File: config.mk
export PLATFORM = sky130hd
export DESIGN_NAME = alu_param_seq_flat
export DESIGN_NICKNAME = d
export VERILOG_FILES = /design/src/rtl/alu_param_seq_if.sv /design/src/rtl/alu_param_seq.sv /design/src/flat_wrapper.sv
export SDC_FILE = /design/constraint.sdc
export NUM_CORES = 1
export LEC_CHECK = 0
export CAP_MARGIN = 10
export CORE_UTILIZATION = 50
export CTS_CLUSTER_DIAMETER = 30
export DETAILED_ROUTE_END_ITERATION = 16
export PLACE_DENSITY = 0.82
export SYNTH_ARGS = -nofsm -noshare
export SYNTH_HDL_FRONTEND = slang
export SYNTH_SLANG_ARGS = --single-unit
File: constraint.sdc
create_clock -name G_CLOCK_50 -period 2.9 [get_ports G_CLOCK_50]
set_input_delay 0.29 -clock G_CLOCK_50 [delete_from_list [all_inputs] [get_ports G_CLOCK_50]]
set_output_delay 0.29 -clock G_CLOCK_50 [all_outputs]
set_load 0.01 [all_outputs]
File: src/rtl/alu_param_seq_if.sv
// alu_param_seq_if: command/operand and result bundle for alu_param_seq.
interface alu_param_seq_if #(parameter int W = 4);
  logic init;
  logic [1:0] opcode;
  logic [W-1:0] port_a, port_b;
  logic [2*W-1:0] result;
  logic busy, done, neg, div_zero;
  modport master (output init, opcode, port_a, port_b, input result, busy, done, neg, div_zero);
  modport slave (input init, opcode, port_a, port_b, output result, busy, done, neg, div_zero);
endinterface

File: src/rtl/alu_param_seq.sv
// alu_param_seq: multi-cycle unsigned ALU (add/|sub|, shift-add multiply, restoring divide).
module alu_param_seq #(parameter int W = 4) (
  input logic G_CLOCK_50,
  input logic V_BT,
  alu_param_seq_if.slave bus
);
  localparam int W2 = 2 * W;
  localparam int CW = $clog2(W);
  typedef enum logic [2:0] {IDLE, ADDSUB, MULT, DIV, DONE} state_t;
  state_t state_q, state_d;
  logic [1:0] op_q, op_d;
  logic [W-1:0] b_q, b_d;
  logic [W2-1:0] wk_q, wk_d, acc_q, acc_d, res_q, res_d;
  logic [CW-1:0] cnt_q, cnt_d;
  logic neg_q, neg_d, dz_q, dz_d;
  logic [W:0] sh;
  logic lt, last;
  // wk holds A in its low half; MULT shifts it as the multiplicand, DIV uses it as {remainder, quotient}
  always_comb begin
    state_d = state_q;
    op_d = op_q;
    b_d = b_q;
    wk_d = wk_q;
    acc_d = acc_q;
    cnt_d = cnt_q;
    res_d = res_q;
    neg_d = neg_q;
    dz_d = dz_q;
    sh = {wk_q[W2-1:W], wk_q[W-1]};
    lt = sh < {1'b0, b_q};
    last = cnt_q == CW'(W - 1);
    case (state_q)
      IDLE: if (bus.init) begin
        op_d = bus.opcode;
        b_d = bus.port_b;
        wk_d = W2'(bus.port_a);
        acc_d = '0;
        cnt_d = '0;
        state_d = bus.opcode[1] ? (bus.opcode[0] ? DIV : MULT) : ADDSUB;
      end
      ADDSUB: begin
        res_d = op_q[0] ? W2'(wk_q[W-1:0] < b_q ? b_q - wk_q[W-1:0] : wk_q[W-1:0] - b_q)
                        : W2'({1'b0, wk_q[W-1:0]} + {1'b0, b_q});
        neg_d = op_q[0] & (wk_q[W-1:0] < b_q);
        dz_d = 1'b0;
        state_d = DONE;
      end
      MULT: begin
        acc_d = acc_q + (b_q[0] ? wk_q : '0);
        wk_d = wk_q << 1;
        b_d = b_q >> 1;
        cnt_d = cnt_q + CW'(1);
        if (last) begin
          res_d = acc_d;
          neg_d = 1'b0;
          dz_d = 1'b0;
          state_d = DONE;
        end
      end
      DIV: if (b_q == '0) begin
        res_d = {wk_q[W-1:0], {W{1'b1}}};
        neg_d = 1'b0;
        dz_d = 1'b1;
        state_d = DONE;
      end else begin
        wk_d = {lt ? sh[W-1:0] : W'(sh - {1'b0, b_q}), wk_q[W-2:0], ~lt};
        cnt_d = cnt_q + CW'(1);
        if (last) begin
          res_d = wk_d;
          neg_d = 1'b0;
          dz_d = 1'b0;
          state_d = DONE;
        end
      end
      DONE: state_d = IDLE;
      default: state_d = IDLE;
    endcase
  end
  always_ff @(posedge G_CLOCK_50 or posedge V_BT) begin
    if (V_BT) begin
      state_q <= IDLE;
      op_q <= '0;
      b_q <= '0;
      wk_q <= '0;
      acc_q <= '0;
      cnt_q <= '0;
      res_q <= '0;
      neg_q <= 1'b0;
      dz_q <= 1'b0;
    end else begin
      state_q <= state_d;
      op_q <= op_d;
      b_q <= b_d;
      wk_q <= wk_d;
      acc_q <= acc_d;
      cnt_q <= cnt_d;
      res_q <= res_d;
      neg_q <= neg_d;
      dz_q <= dz_d;
    end
  end
  assign bus.result = res_q;
  assign bus.busy = state_q != IDLE;
  assign bus.done = state_q == DONE;
  assign bus.neg = neg_q;
  assign bus.div_zero = dz_q;
endmodule

File: src/flat_wrapper.sv
// flat-port wrapper written by rule: the top's interface ports become plain ports
module alu_param_seq_flat 
#(parameter int W = 4)
  (G_CLOCK_50, V_BT, bus_init, bus_opcode, bus_port_a, bus_port_b, bus_result, bus_busy, bus_done, bus_neg, bus_div_zero);
  alu_param_seq_if #(.W(W)) bus_i ();
  input logic G_CLOCK_50;
  input logic V_BT;
  input wire logic [$bits(bus_i.init)-1:0] bus_init;
  input wire logic [$bits(bus_i.opcode)-1:0] bus_opcode;
  input wire logic [$bits(bus_i.port_a)-1:0] bus_port_a;
  input wire logic [$bits(bus_i.port_b)-1:0] bus_port_b;
  output wire logic [$bits(bus_i.result)-1:0] bus_result;
  output wire logic [$bits(bus_i.busy)-1:0] bus_busy;
  output wire logic [$bits(bus_i.done)-1:0] bus_done;
  output wire logic [$bits(bus_i.neg)-1:0] bus_neg;
  output wire logic [$bits(bus_i.div_zero)-1:0] bus_div_zero;
  assign bus_i.init = bus_init;
  assign bus_i.opcode = bus_opcode;
  assign bus_i.port_a = bus_port_a;
  assign bus_i.port_b = bus_port_b;
  assign bus_result = bus_i.result;
  assign bus_busy = bus_i.busy;
  assign bus_done = bus_i.done;
  assign bus_neg = bus_i.neg;
  assign bus_div_zero = bus_i.div_zero;
  alu_param_seq #(.W(W)) u_core (.G_CLOCK_50(G_CLOCK_50), .V_BT(V_BT), .bus(bus_i));
endmodule
; ---- After elaboration in Yosys (flattened, before gate mapping)
; Index checks and enable logic that the tools add are counted.
[word_totals]
inputBits = 13
elab_cells = 68
register_bits = 36
out_inout_bits = 12
[classes]
magnitude_cmp = 2
n_mux = 30
add_sub_neg = 6
bitwise = 2
n_eq_ne = 9
reduce_logical = 10
[ops]
columns = operator, count
row1 = $mux 8, 9
row2 = $pmux 8 s3, 2
row3 = $pmux 8 s2, 1
row4 = $mux 3, 4
row5 = $pmux 3 s4, 1
row6 = $sub 4x4->5, 2
row7 = $reduce_bool 3->1, 3
row8 = $add 8x8->8, 1
row9 = $mux 4, 2
row10 = $pmux 4 s2, 1
row11 = $eq 3x2->1 const B, 2
row12 = $pmux 1 s3, 2
row13 = $pmux 2 s3, 1
row14 = $reduce_and 3->1, 2
row15 = $add 4x4->5, 1
row16 = $lt 5x4->1, 1
row17 = $mux 1, 5
row18 = $logic_not 4->1, 1
row19 = $lt 4x4->1, 1
row20 = $mux 2, 2
row21 = $ne 2x2->1 const B, 2
row22 = $reduce_and 2->1, 2
row23 = $sub 4x4->4, 1
row24 = $eq 3x1->1 const B, 1
row25 = other kinds (9), 9

; ---- Longest topological paths before layout
; Gate-level depths: netlist of run 1.
[depth]
ltp_word = 5
depth_mapped = 9
depth_no_buf = 9

; ---- Least setup slack after synthesis of run 1
; No wires, ideal clock.
[synth_timing]
path_kind = reg-to-reg
start = register u_core.wk_q[1]
end = register u_core.res_q[2] (netlist: u_core.bus.result[2])
n_path_buf = 0
required_ns = 2.773
setup_time_ns = 0.127
arrival_time_ns = 2.194
stages_incl_launch_ff = 9
setup_slack_ns = 0.579
period_less_slack_ns = 2.321
path_cell_list = dfrtp_1 inv_1 ha_1 nor2b_4 o211a_4 or4b_1 a31oi_1 xnor2_1 a21oi_1
[synth_between]
elab_chain_cells = 4
word_cells_on_any_way = 12
classes_between = 4 x add/sub / 1 x order compare / 7 x mux
[synth_rtl]
columns = item, line_no
row1 = "start, declared", alu_param_seq.sv:13  ; logic [W2-1:0] wk_q, wk_d, acc_q, acc_d, res_q, res_d;
row2 = "start signal, assigned", alu_param_seq.sv:94  ; wk_q <= wk_d;
row3 = "$mux 8, or another cell as far along", alu_param_seq.sv:49  ; acc_d = acc_q + (b_q[0] ? wk_q : '0);
row4 = $add 8x8->8 or $mux 8 (tied branches), "alu_param_seq.sv:49, alu_param_seq.sv:42"
row5 = "$mux 8, on equally long branches", "alu_param_seq.sv:53, alu_param_seq.sv:42"
row6 = $pmux 8 s3 *, alu_param_seq.sv:32  ; case (state_q)
row7 = "end signal, assigned", alu_param_seq.sv:97  ; res_q <= res_d;
row8 = "end, declared", alu_param_seq.sv:13
; Mark *: on every way between the ends. The rest lies on a longest branch, timed or not. The select of a mux whose other input is x is not followed.
; A chain may end at the register's enable or synchronous reset.

; ---- Worst setup path after layout of run 1
[layout_timing]
start = register u_core.b_q[0]
end = register u_core.res_q[4] (netlist: u_core.bus.result[4])
[layout_between]
elab_chain_cells = 5
word_cells_on_any_way = 18
classes_between = 5 x add/sub / 2 x order compare / 1 x eq/ne / 8 x mux / 2 x reduce/logical
[layout_rtl]
columns = item, line_no
row1 = "start, declared", alu_param_seq.sv:12  ; logic [W-1:0] b_q, b_d;
row2 = "start signal, assigned", alu_param_seq.sv:83  ; b_q <= '0;
row3 = "start signal, assigned", alu_param_seq.sv:93  ; b_q <= b_d;
row4 = $sub 4x4->4 or $lt 5x4->1 (tied branches), "alu_param_seq.sv:66, alu_param_seq.sv:30"
row5 = $mux 4, alu_param_seq.sv:66  ; wk_d = {lt ? sh[W-1:0] : W'(sh - {1'b0, b_q}), wk_q[W-2:0], ~lt};
row6 = $mux 8, alu_param_seq.sv:68  ; if (last) begin
row7 = $mux 8, alu_param_seq.sv:60  ; DIV: if (b_q == '0) begin
row8 = $pmux 8 s3, alu_param_seq.sv:32
; Several ways; a longest one is shown, not always the timed one. The select of a mux whose other input is x is not followed.

==> impl_metrics.toml, run 1 <==
[outcome]
outcome = "complete, no violations"

[global_route]
grt_overflow = 0
antenna_found_initial = 0
grt_pass1_wl_um = 11800
grt_start_max_net_pins = 37
grtUsageTotal_pct = 28.1
grt_pass1_vias = 2388

[worst_setup_path]
r2r_setup_slack_ns = 0.40
crit_path_end_kind = "register"
r2r_cells = 8
rr_endpoint = "u_core.bus.result[4]"
cp_data_arrival_time_ns = 2.70
critPathSlowestCell = "dfrtp_1"
crit_path_cell_trace = "ha_1 -> ha_1 -> fa_1 -> a21o_1 -> a21oi_1 -> xor2_1 -> o21ai_1 -> o32a_1"
crit_path_end = "u_core.bus.result[4]"
rr_startpoint = "u_core.b_q[0]"
worst_path_most_repeated_cell = "ha_1"
critPathKind = "register to register"
startpoint_type = "register"
required_ns = 3.10
critical_path.max_stage_delay_ns = 0.51
cp_max_fo = 11
crit_start = "u_core.b_q[0]"

[floorplan]
start_util_pct = 52.8
die_w_um = 75.9
dieArea_mm2 = 0.00576
core.rowCount = 26
design.core.area_mm2 = 0.00517
die_y_um = 75.9
boundaryPins = 25

[clock_network]
cts_buffers = 5
clock-sinks = 36
cts_tree = "yes"
clk_pin_slew_ns = 0.08
root_buffer = "clkbuf_8"
htree_num_levels = 2
cts_buffer_depth = 2
cts_resized = 0
post_cts_buffers = 0
clk_latency_ns = 0.31
ctsHoldBuffers = 0

[sta]
drv_slew = 0
tightestPinTransition_ns = 0.865
post-route-period-util_pct = 86.2
setup_viol = 0
hold_viol_final = 0
period_needed_ns = 2.50
fmax_ghz = 0.400
layout_setup_ws_ns = 0.400
max_slew_margin_pct = 42.0
rsz0062_at_grt = "no"
tns_ns = 0
fin_skew_ns = 0.0133

[logic_synthesis]
synth_cell_types = 52
synth_top_family_by_area = "compound AO/OA/AOI/OAI gates"
yosys.area.top_type = "dfrtp_1"
synth_nets = 359
synthAdderAreaFrac_pct = 15.1
synth_top_cell_area_share_pct = 33.0
ys_warn_count = 0
synthMuxAreaShare_pct = 2.20
syn_avg_cell_area_um2 = 8.64
synth_cells = 316
synthXorXnorAreaFrac_pct = 2.57
synth-main-ff-cell = "dfrtp_1"
ys_top_cells_by_count = "nand2_1, dfrtp_1, nor2_1"
synthTopCellsByArea = "dfrtp_1, ha_1, nand2_1"
ys_seq_area_share_pct = 33.0
yosysMostFrequentCell = "nand2_1"
synthSimpleGateAreaFrac_pct = 19.8
synth-edff-count = 0
synth_compound_area_share_pct = 23.5
async_flop_share_pct = 100
ys_ff_latch = 36
syn_area_mm2 = 0.00273

[drt]
via_per_inst = 5.90
wirelength_um = 7060
first_pass_iters = 4
vias = 2462
drt_iter0_markers = 300
ant_nets = 0
drc = 0
drt-wirelength-per-cell_um = 16.9

[hold_path]
hp-class = "primary input to asynchronous set/reset pin"

[power_and_ir_drop]
clockPowerShare_pct = 9.4
swShare_pct = 49.5
comb_power_share_pct = 66.6
finalPower_mw = 4.16
pwr-share-seq_pct = 24.0
power.leakage_nw = 1.43
switchingPower_mw = 2.06
power.density_mw_per_mm2 = 1310
p_int_mw = 2.10
irDropWorstVdd_v = 0.000575

[final_layout]
final_area_mm2 = 0.00317
drive_above_1_share_pct = 6.92
nNetsFinal = 389
syn2layout_area_growth_pct = 16.1
num_antenna_cells = 0

[placement]
place_congestion = 0.996
post_dp_cell_area_mm2 = 0.00308
dp_slack_ns = 0.414
post-dp-hpwl_um = 5350
io_buffers = 24

[run]
cap_violations = 0
[layer usage]
metal	track usage (%)	vias to the layer above	share of wire, %
li1	-	1197	-
met2	42.2	84	45
met4	11.7	0	2.2
met1	38.4	1160	45
met3	7.28	21	7.1
met5	0	-	0
[power by group through the flow]
| stage | Combinational, mW | Clock, mW | Sequential [mW] |
|---|---|---|---|
| 2_1_floorplan | 1.97 | 0 | 0.946 |
| 3_3_place_gp | 2.67 | 0 | 0.988 |
| 3_5_place_dp | 2.72 | 0 | 0.998 |
| 4_1_cts | 2.74 | 0.395 | 0.991 |
| 5_1_grt | 3.09 | 0.414 | 1.03 |
| 6_report | 2.77 | 0.390 | 0.998 |
[metrics by stage]
| step | cells | hold slack, ns | util [%] |
|---|---|---|---|
| global placement | 409 | 0.474 | 59.5 |
| global route | 417 | 0.470 | 61.3 |
| finish | 417 | 0.385 | 61.3 |
| detailed placement | 409 | 0.478 | 59.5 |
| floorplan | 316 | 0.395 | - |
| CTS | 417 | 0.404 | 61.3 |
[how the worst min path moves through the flow]
stage                                from              endpoint  cells after the start
after floorplan             bus_opcode[0]        u_core.op_q[0]                      2
after global placement    u_core.acc_q[6]       u_core.acc_q[6]                      2
after detailed placement  u_core.acc_q[6]       u_core.acc_q[6]                      2
after CTS                            V_BT  u_core.bus.result[6]                      3
after global routing                 V_BT        u_core.wk_q[4]                      3
final                                V_BT  u_core.bus.result[6]                      3
[final cells by class]
| class | count | area (um^2) |
|---|---|---|
| Multi-Input combinational cell | 255 | 1730 |
| Inverter | 15 | 56.3 |
| Clock inverter | 2 | 10.0 |
| Sequential cell | 36 | 901 |
| Fill cell | 449 | 2000 |
| Timing Repair Buffer | 33 | 308 |
| Clock buffer | 6 | 82.6 |
| Tap cell | 70 | 87.6 |
[worst max-delay path, delay by kind of cell (launching register included)]
kind / cells / cell delay, ns
adder cells (fa/ha/maj): 3 / 0.96
AO/OA/AOI/OAI: 4 / 0.72
flip-flops: 1 / 0.51
XOR/XNOR: 1 / 0.20
[registers in the layout, indices dropped and copies added, names as in the netlist]
name and cells:
u_core.b_q 4, u_core.bus.neg 1, u_core.bus.div_zero 1, u_core.wk_q 8, u_core.bus.result 8, u_core.op_q 1, u_core.acc_q 8, u_core.cnt_q 2
u_core.state_q 3
[cells in the final DEF, fill, tap and decap left out, drive strengths merged, types with 3 or more instances in the layout]
master and instances:
nand2 41, dfrtp 36, nor2 34, ha 25, clkdlybuf4s50 24, a21oi 22
o21ai 22, inv 15, buf 9, a31oi 8, nor3 7, nand2b 7
a211oi 6, nand3 6, mux2i 6, clkbuf 6, and2 5, fa 5
nor2b 5, a21o 4, o31ai 4, xnor2 4, xor2 4, a22o 4
a41oi 3, nor3b 3, o211ai 3
[logic make-up (layout without fill, tap and decap cells)]
group,after synthesis,after routing
buffers and inverters,25,56
and+or+nand+nor,115,115
xor gates and xnor gates,8,8
adders and majority gates,30,30
AOI/OAI and AO/OA,96,96
muxes,6,6
DFF,36,36
(Power assumes the default switching activity.)
==> inputs of run 2 (changes only) <==
ABC_AREA = 1   (was not set)
==> impl_metrics.toml, run 2 <==
[outcome]
outcome = "complete, no violations"

[drt]
drt_iter0_markers = 237
vias = 2714
wl_met2_um = 3470
ant_nets = 0
wirelength_um = 7360
wl_met3_um = 415
top_layer = "met4"
via_per_inst = 5.62
drc = 0
wirelength_met1_um = 3360
first_pass_iters = 5
drt-wirelength-per-cell_um = 15.2

[clock_network]
post_cts_buffers = 0
clk_pin_slew_ns = 0.08
clock-sinks = 36
cts_tree = "yes"
clk_latency_ns = 0.30
cts_resized = 0
htree_num_levels = 2
cts_buffer_depth = 2
root_buffer = "clkbuf_8"
ctsHoldBuffers = 0
cts_buffers = 5

[placement]
io_buffers = 24
dp_slack_ns = 0.500
post-dp-hpwl_um = 5660
place_congestion = 0.922

[logic_synthesis]
synthTopCellsByArea = "dfrtp_1, nand2_1, ha_1"
synth_top_cell_area_share_pct = 31.4
ys_seq_area_share_pct = 31.4
ys_ff_latch = 36
synth-main-ff-cell = "dfrtp_1"
syn_avg_cell_area_um2 = 7.51
synth_cell_types = 41
synth_cells = 382
yosys.area.top_type = "dfrtp_1"
ys_top_cells_by_count = "nand2_1, inv_1, dfrtp_1"
synth-edff-count = 0
ys_warn_count = 0
syn_area_mm2 = 0.00287
async_flop_share_pct = 100
synth_nets = 425
yosysMostFrequentCell = "nand2_1"

[global_route]
antenna_found_initial = 0
grt_pass1_wl_um = 12500
grtUsageTotal_pct = 26.5
grt_pass1_vias = 2630
grt_overflow = 0
grt_start_max_net_pins = 37

[floorplan]
core.rowCount = 27
dieArea_mm2 = 0.00605
design.core.area_mm2 = 0.00551
start_util_pct = 52.1
die_y_um = 77.8
die_w_um = 77.8
boundaryPins = 25

[sta]
tightestPinTransition_ns = 0.501
layout_setup_ws_ns = 0.479
period_needed_ns = 2.42
post-route-period-util_pct = 83.5
hold_viol_final = 0
rsz0062_at_grt = "no"
max_slew_margin_pct = 66.6
drv_slew = 0
setup_viol = 0
fmax_ghz = 0.413
tns_ns = 0
fin_skew_ns = 0.00754

[final_layout]
ff_latch_area_um2 = 901
mostFrequentLayoutCell = "nand2_1"
syn2layout_area_growth_pct = 14.6
nNetsFinal = 453
fillers = 474
num_antenna_cells = 0
drive_above_1_share_pct = 8.27
final_cell_mix = "nand2_1, inv_1, dfrtp_1"
multi_input_comb_area_mm2 = 0.00171

[hold_path]
hp-class = "primary input to asynchronous set/reset pin"

[power_and_ir_drop]
clockPowerShare_pct = 10.0
power.density_mw_per_mm2 = 1340
switchingPower_mw = 2.28
p_int_mw = 2.13
swShare_pct = 51.6
irDropWorstVdd_v = 0.000746
comb_power_share_pct = 66.6
pwr-share-seq_pct = 23.4
power.leakage_nw = 1.73

[worst_setup_path]
crit_path_end_kind = "register"
critical_path.max_stage_delay_ns = 0.54
required_ns = 3.10
cp_data_arrival_time_ns = 2.62
startpoint_type = "register"
critPathKind = "register to register"
cp_max_fo = 12
critPathSlowestCell = "dfrtp_1"
path_buf_inv = 1
path_delay_family = "adder cells"
crit_path_cell_trace = "ha_1 -> ha_1 -> fa_1 -> a31o_2 -> or2_2 -> nand2_1 -> nand3_1 -> nand2_1 -> inv_1"

[run]
cap_violations = 0
[run 2: power groups by stage]
stage	clock network [mW]	logic (mW)	registers [mW]
floorplan	0	2.20	0.968
CTS	0.444	2.90	1.02
global route	0.470	3.30	1.06
detailed placement	0	2.89	1.03
finish	0.441	2.93	1.03
global placement	0	2.84	1.01
[run 2: cell type report]
class	instances	share of cell area, %
Multi-Input combinational cell	286	52.1
Inverter	54	6.51
Sequential cell	36	27.4
Tap cell	72	2.74
Timing Repair Buffer	27	7.99
Clock buffer	6	2.21
Clock inverter	2	1.07
[run 2: cells by family (layout without fill, tap and decap cells)]
family | Yosys count | after routing | synth area share (%)
AOI/OAI and AO/OA | 65 | 65 | 13.5
and+or+nand+nor | 186 | 186 | 30.3
DFF | 36 | 36 | 31.4
xor gates and xnor gates | 5 | 5 | 1.53
buffers and inverters | 60 | 89 | 8.94
adders and majority gates | 30 | 30 | 14.4
[run 2: path summary, 6_finish.rpt]
path / startpoint / endpoint / slack, ns / depth (start not counted)
setup / recovery: u_core.b_q[0] / u_core.bus.result[4] / 0.48 / 9
hold / removal: V_BT / u_core.acc_q[5] / 0.40 / 3
setup reg to reg: u_core.b_q[0] / u_core.bus.result[4] / 0.48 / 9
hold reg to reg: u_core.cnt_q[1] / u_core.cnt_q[1] / 0.49 / 2
max in group asynchronous: V_BT / u_core.bus.result[2] / 2.13 / 3
min in group G_CLOCK_50: u_core.cnt_q[1] / u_core.cnt_q[1] / 0.49 / 2
[run 2: stage by stage]
stage          hold slack, ns  utilization, %  instances  power, mW  area (um^2)
2_1_floorplan           0.411               -        382       3.17         2870
3_3_place_gp            0.462            57.8        475       3.85         3180
3_5_place_dp            0.468            57.8        475       3.91         3180
4_1_cts                 0.430            59.7        483       4.37         3290
5_1_grt                 0.462            59.7        483       4.83         3290
6_report                0.400            59.7        483       4.41         3290
[run 2: tightest hold or removal path: stages]
cell             delay, ns
clkdlybuf4s50_1       0.39
inv_1                 0.05
buf_4                 0.41
[run 2: layer usage]
metal / vias up / global-route usage [%]
li1: 1313 / -
met4: 0 / 7.74
met5: - / 0
met2: 99 / 42.8
met3: 15 / 4.94
met1: 1287 / 36.0
==> inputs of run 3 (changes only) <==
clock period = 2.5 ns   (was 2.9 ns; I/O delays follow)
==> impl_metrics.toml, run 3 (synthesis results as in run 2) <==
[clock_network]
post_cts_buffers = 0
cts_tree = "yes"
clock-sinks = 36
root_buffer = "clkbuf_8"
ctsHoldBuffers = 0
cts_resized = 0
clk_latency_ns = 0.29
clk_pin_slew_ns = 0.08
cts_buffers = 5
htree_num_levels = 2
cts_buffer_depth = 2

[global_route]
grtUsageTotal_pct = 27.4
grt_pass1_wl_um = 12900
grt_overflow = 0
grt_start_max_net_pins = 37
grt_pass1_vias = 2663
antenna_found_initial = 0

[placement]
io_buffers = 24
dp.cells = 479
dp_slack_ns = 0.294
place_congestion = 0.915
post-dp-hpwl_um = 5720

[worst_setup_path]
startpoint_type = "register"
required_ns = 2.69
rr_endpoint = "u_core.bus.result[4]"
cp_max_fo = 4
critical_path.max_stage_delay_ns = 0.44
path_buf_inv = 1
r2r_setup_slack_ns = 0.26
critPathSlowestCell = "fa_1"
cp_data_arrival_time_ns = 2.43
crit_path_cell_trace = "ha_1 -> ha_1 -> fa_1 -> a31o_2 -> or2_2 -> nand2_1 -> nand3_1 -> nand2_1 -> inv_1"
rr_startpoint = "u_core.wk_q[0]"
path_delay_family = "adder cells"
critPathKind = "register to register"
r2r_cells = 9
crit_path_end_kind = "register"

[final_layout]
ff_latch_area_um2 = 901
multi_input_comb_area_mm2 = 0.00171
finish.utilization_pct = 60.0
mostFrequentLayoutCell = "nand2_1"
fin_cells = 487
drive_above_1_share_pct = 9.40
final_cell_mix = "nand2_1, inv_1, dfrtp_1"
num_antenna_cells = 0
fillers = 510
syn2layout_area_growth_pct = 15.1
nNetsFinal = 457

[power_and_ir_drop]
power.density_mw_per_mm2 = 1560
switchingPower_mw = 2.69
swShare_pct = 52.3
p_int_mw = 2.45
power.leakage_nw = 1.75
pwr-share-seq_pct = 21.9
irDropWorstVdd_v = 0.000699
comb_power_share_pct = 69.6
clockPowerShare_pct = 8.5

[sta]
holdWs_ns = 0.363
period_needed_ns = 2.24
tns_ns = 0
hold_viol_final = 0
fmax_ghz = 0.447
fin_skew_ns = 0.00774
max_slew_margin_pct = 62.8
setup_viol = 0
post-route-period-util_pct = 89.5
rsz0062_at_grt = "no"
layout_setup_ws_ns = 0.261
drv_slew = 0
tightestPinTransition_ns = 0.556

[floorplan]
core.rowCount = 27
design.core.area_mm2 = 0.00551
dieArea_mm2 = 0.00605
boundaryPins = 25
die_y_um = 77.8
start_util_pct = 52.1
die_w_um = 77.8

[drt]
wl_met2_um = 3530
wl_met3_um = 496
wirelength_met1_um = 3390
top_layer = "met4"
vias = 2757
drc = 0
via_per_inst = 5.66
ant_nets = 0
drt-wirelength-per-cell_um = 15.4
wirelength_um = 7520
first_pass_iters = 5
drt_iter0_markers = 307

[hold_path]
hp-class = "primary input to asynchronous set/reset pin"

[run]
cap_violations = 0

[outcome]
outcome = "complete, no violations"
## run 3: changes by cell type in the layout (fill, tap and decap cells not counted)
cell,before,now
buf_4,3,7
bufinv_16,1,0
clkbuf_1,1,0
clkbuf_8,5,6
clkinv_2,2,3
## run 3: cell type report
class / count / area share (%)
Inverter: 54 / 6.48
Sequential cell: 36 / 27.3
Tap cell: 72 / 2.73
Timing Repair Buffer: 31 / 8.86
Clock buffer: 6 / 2.50
Multi-Input combinational cell: 286 / 51.9
Clock inverter: 2 / 0.303
## run 3: tightest hold or removal path, stage by stage
cell,delay (ns)
clkdlybuf4s50_1,0.39
inv_1,0.05
buf_4,0.41
## run 3: layer usage
| metal | global-route usage (%) | vias to the layer above |
|---|---|---|
| met4 | 7.74 | 0 |
| met2 | 44.0 | 120 |
| met3 | 4.59 | 19 |
| met5 | 0 | - |
| met1 | 37.8 | 1293 |
| li1 | - | 1325 |
## run 3: worst max path at each step
stage / from / endpoint / slack [ns] / cells after the start
finish: u_core.wk_q[0] / u_core.bus.result[4] / 0.26 / 9
global route: u_core.wk_q[0] / u_core.bus.result[4] / 0.1 / 9
CTS: u_core.wk_q[0] / u_core.bus.result[4] / 0.27 / 9
detailed placement: u_core.wk_q[0] / u_core.bus.result[4] / 0.29 / 9
global placement: u_core.wk_q[0] / u_core.bus.result[4] / 0.33 / 9
floorplan: u_core.b_q[0] / u_core.bus.result[4] / 0.37 / 9
## run 3: metrics by stage
stage               area [um^2]  power [mW]
floorplan                  2870        3.67
global placement           3210        4.55
detailed placement         3210        4.63
CTS                        3300        5.08
global route               3300        5.67
finish                     3300        5.14
## run 3: power groups by stage
stage	sequential [mW]	combinational (mW)	clock, mW
floorplan	1.12	2.55	0
global placement	1.12	3.44	0
detailed placement	1.13	3.51	0
CTS	1.12	3.52	0.442
global route	1.16	4.05	0.460
finish	1.12	3.58	0.438
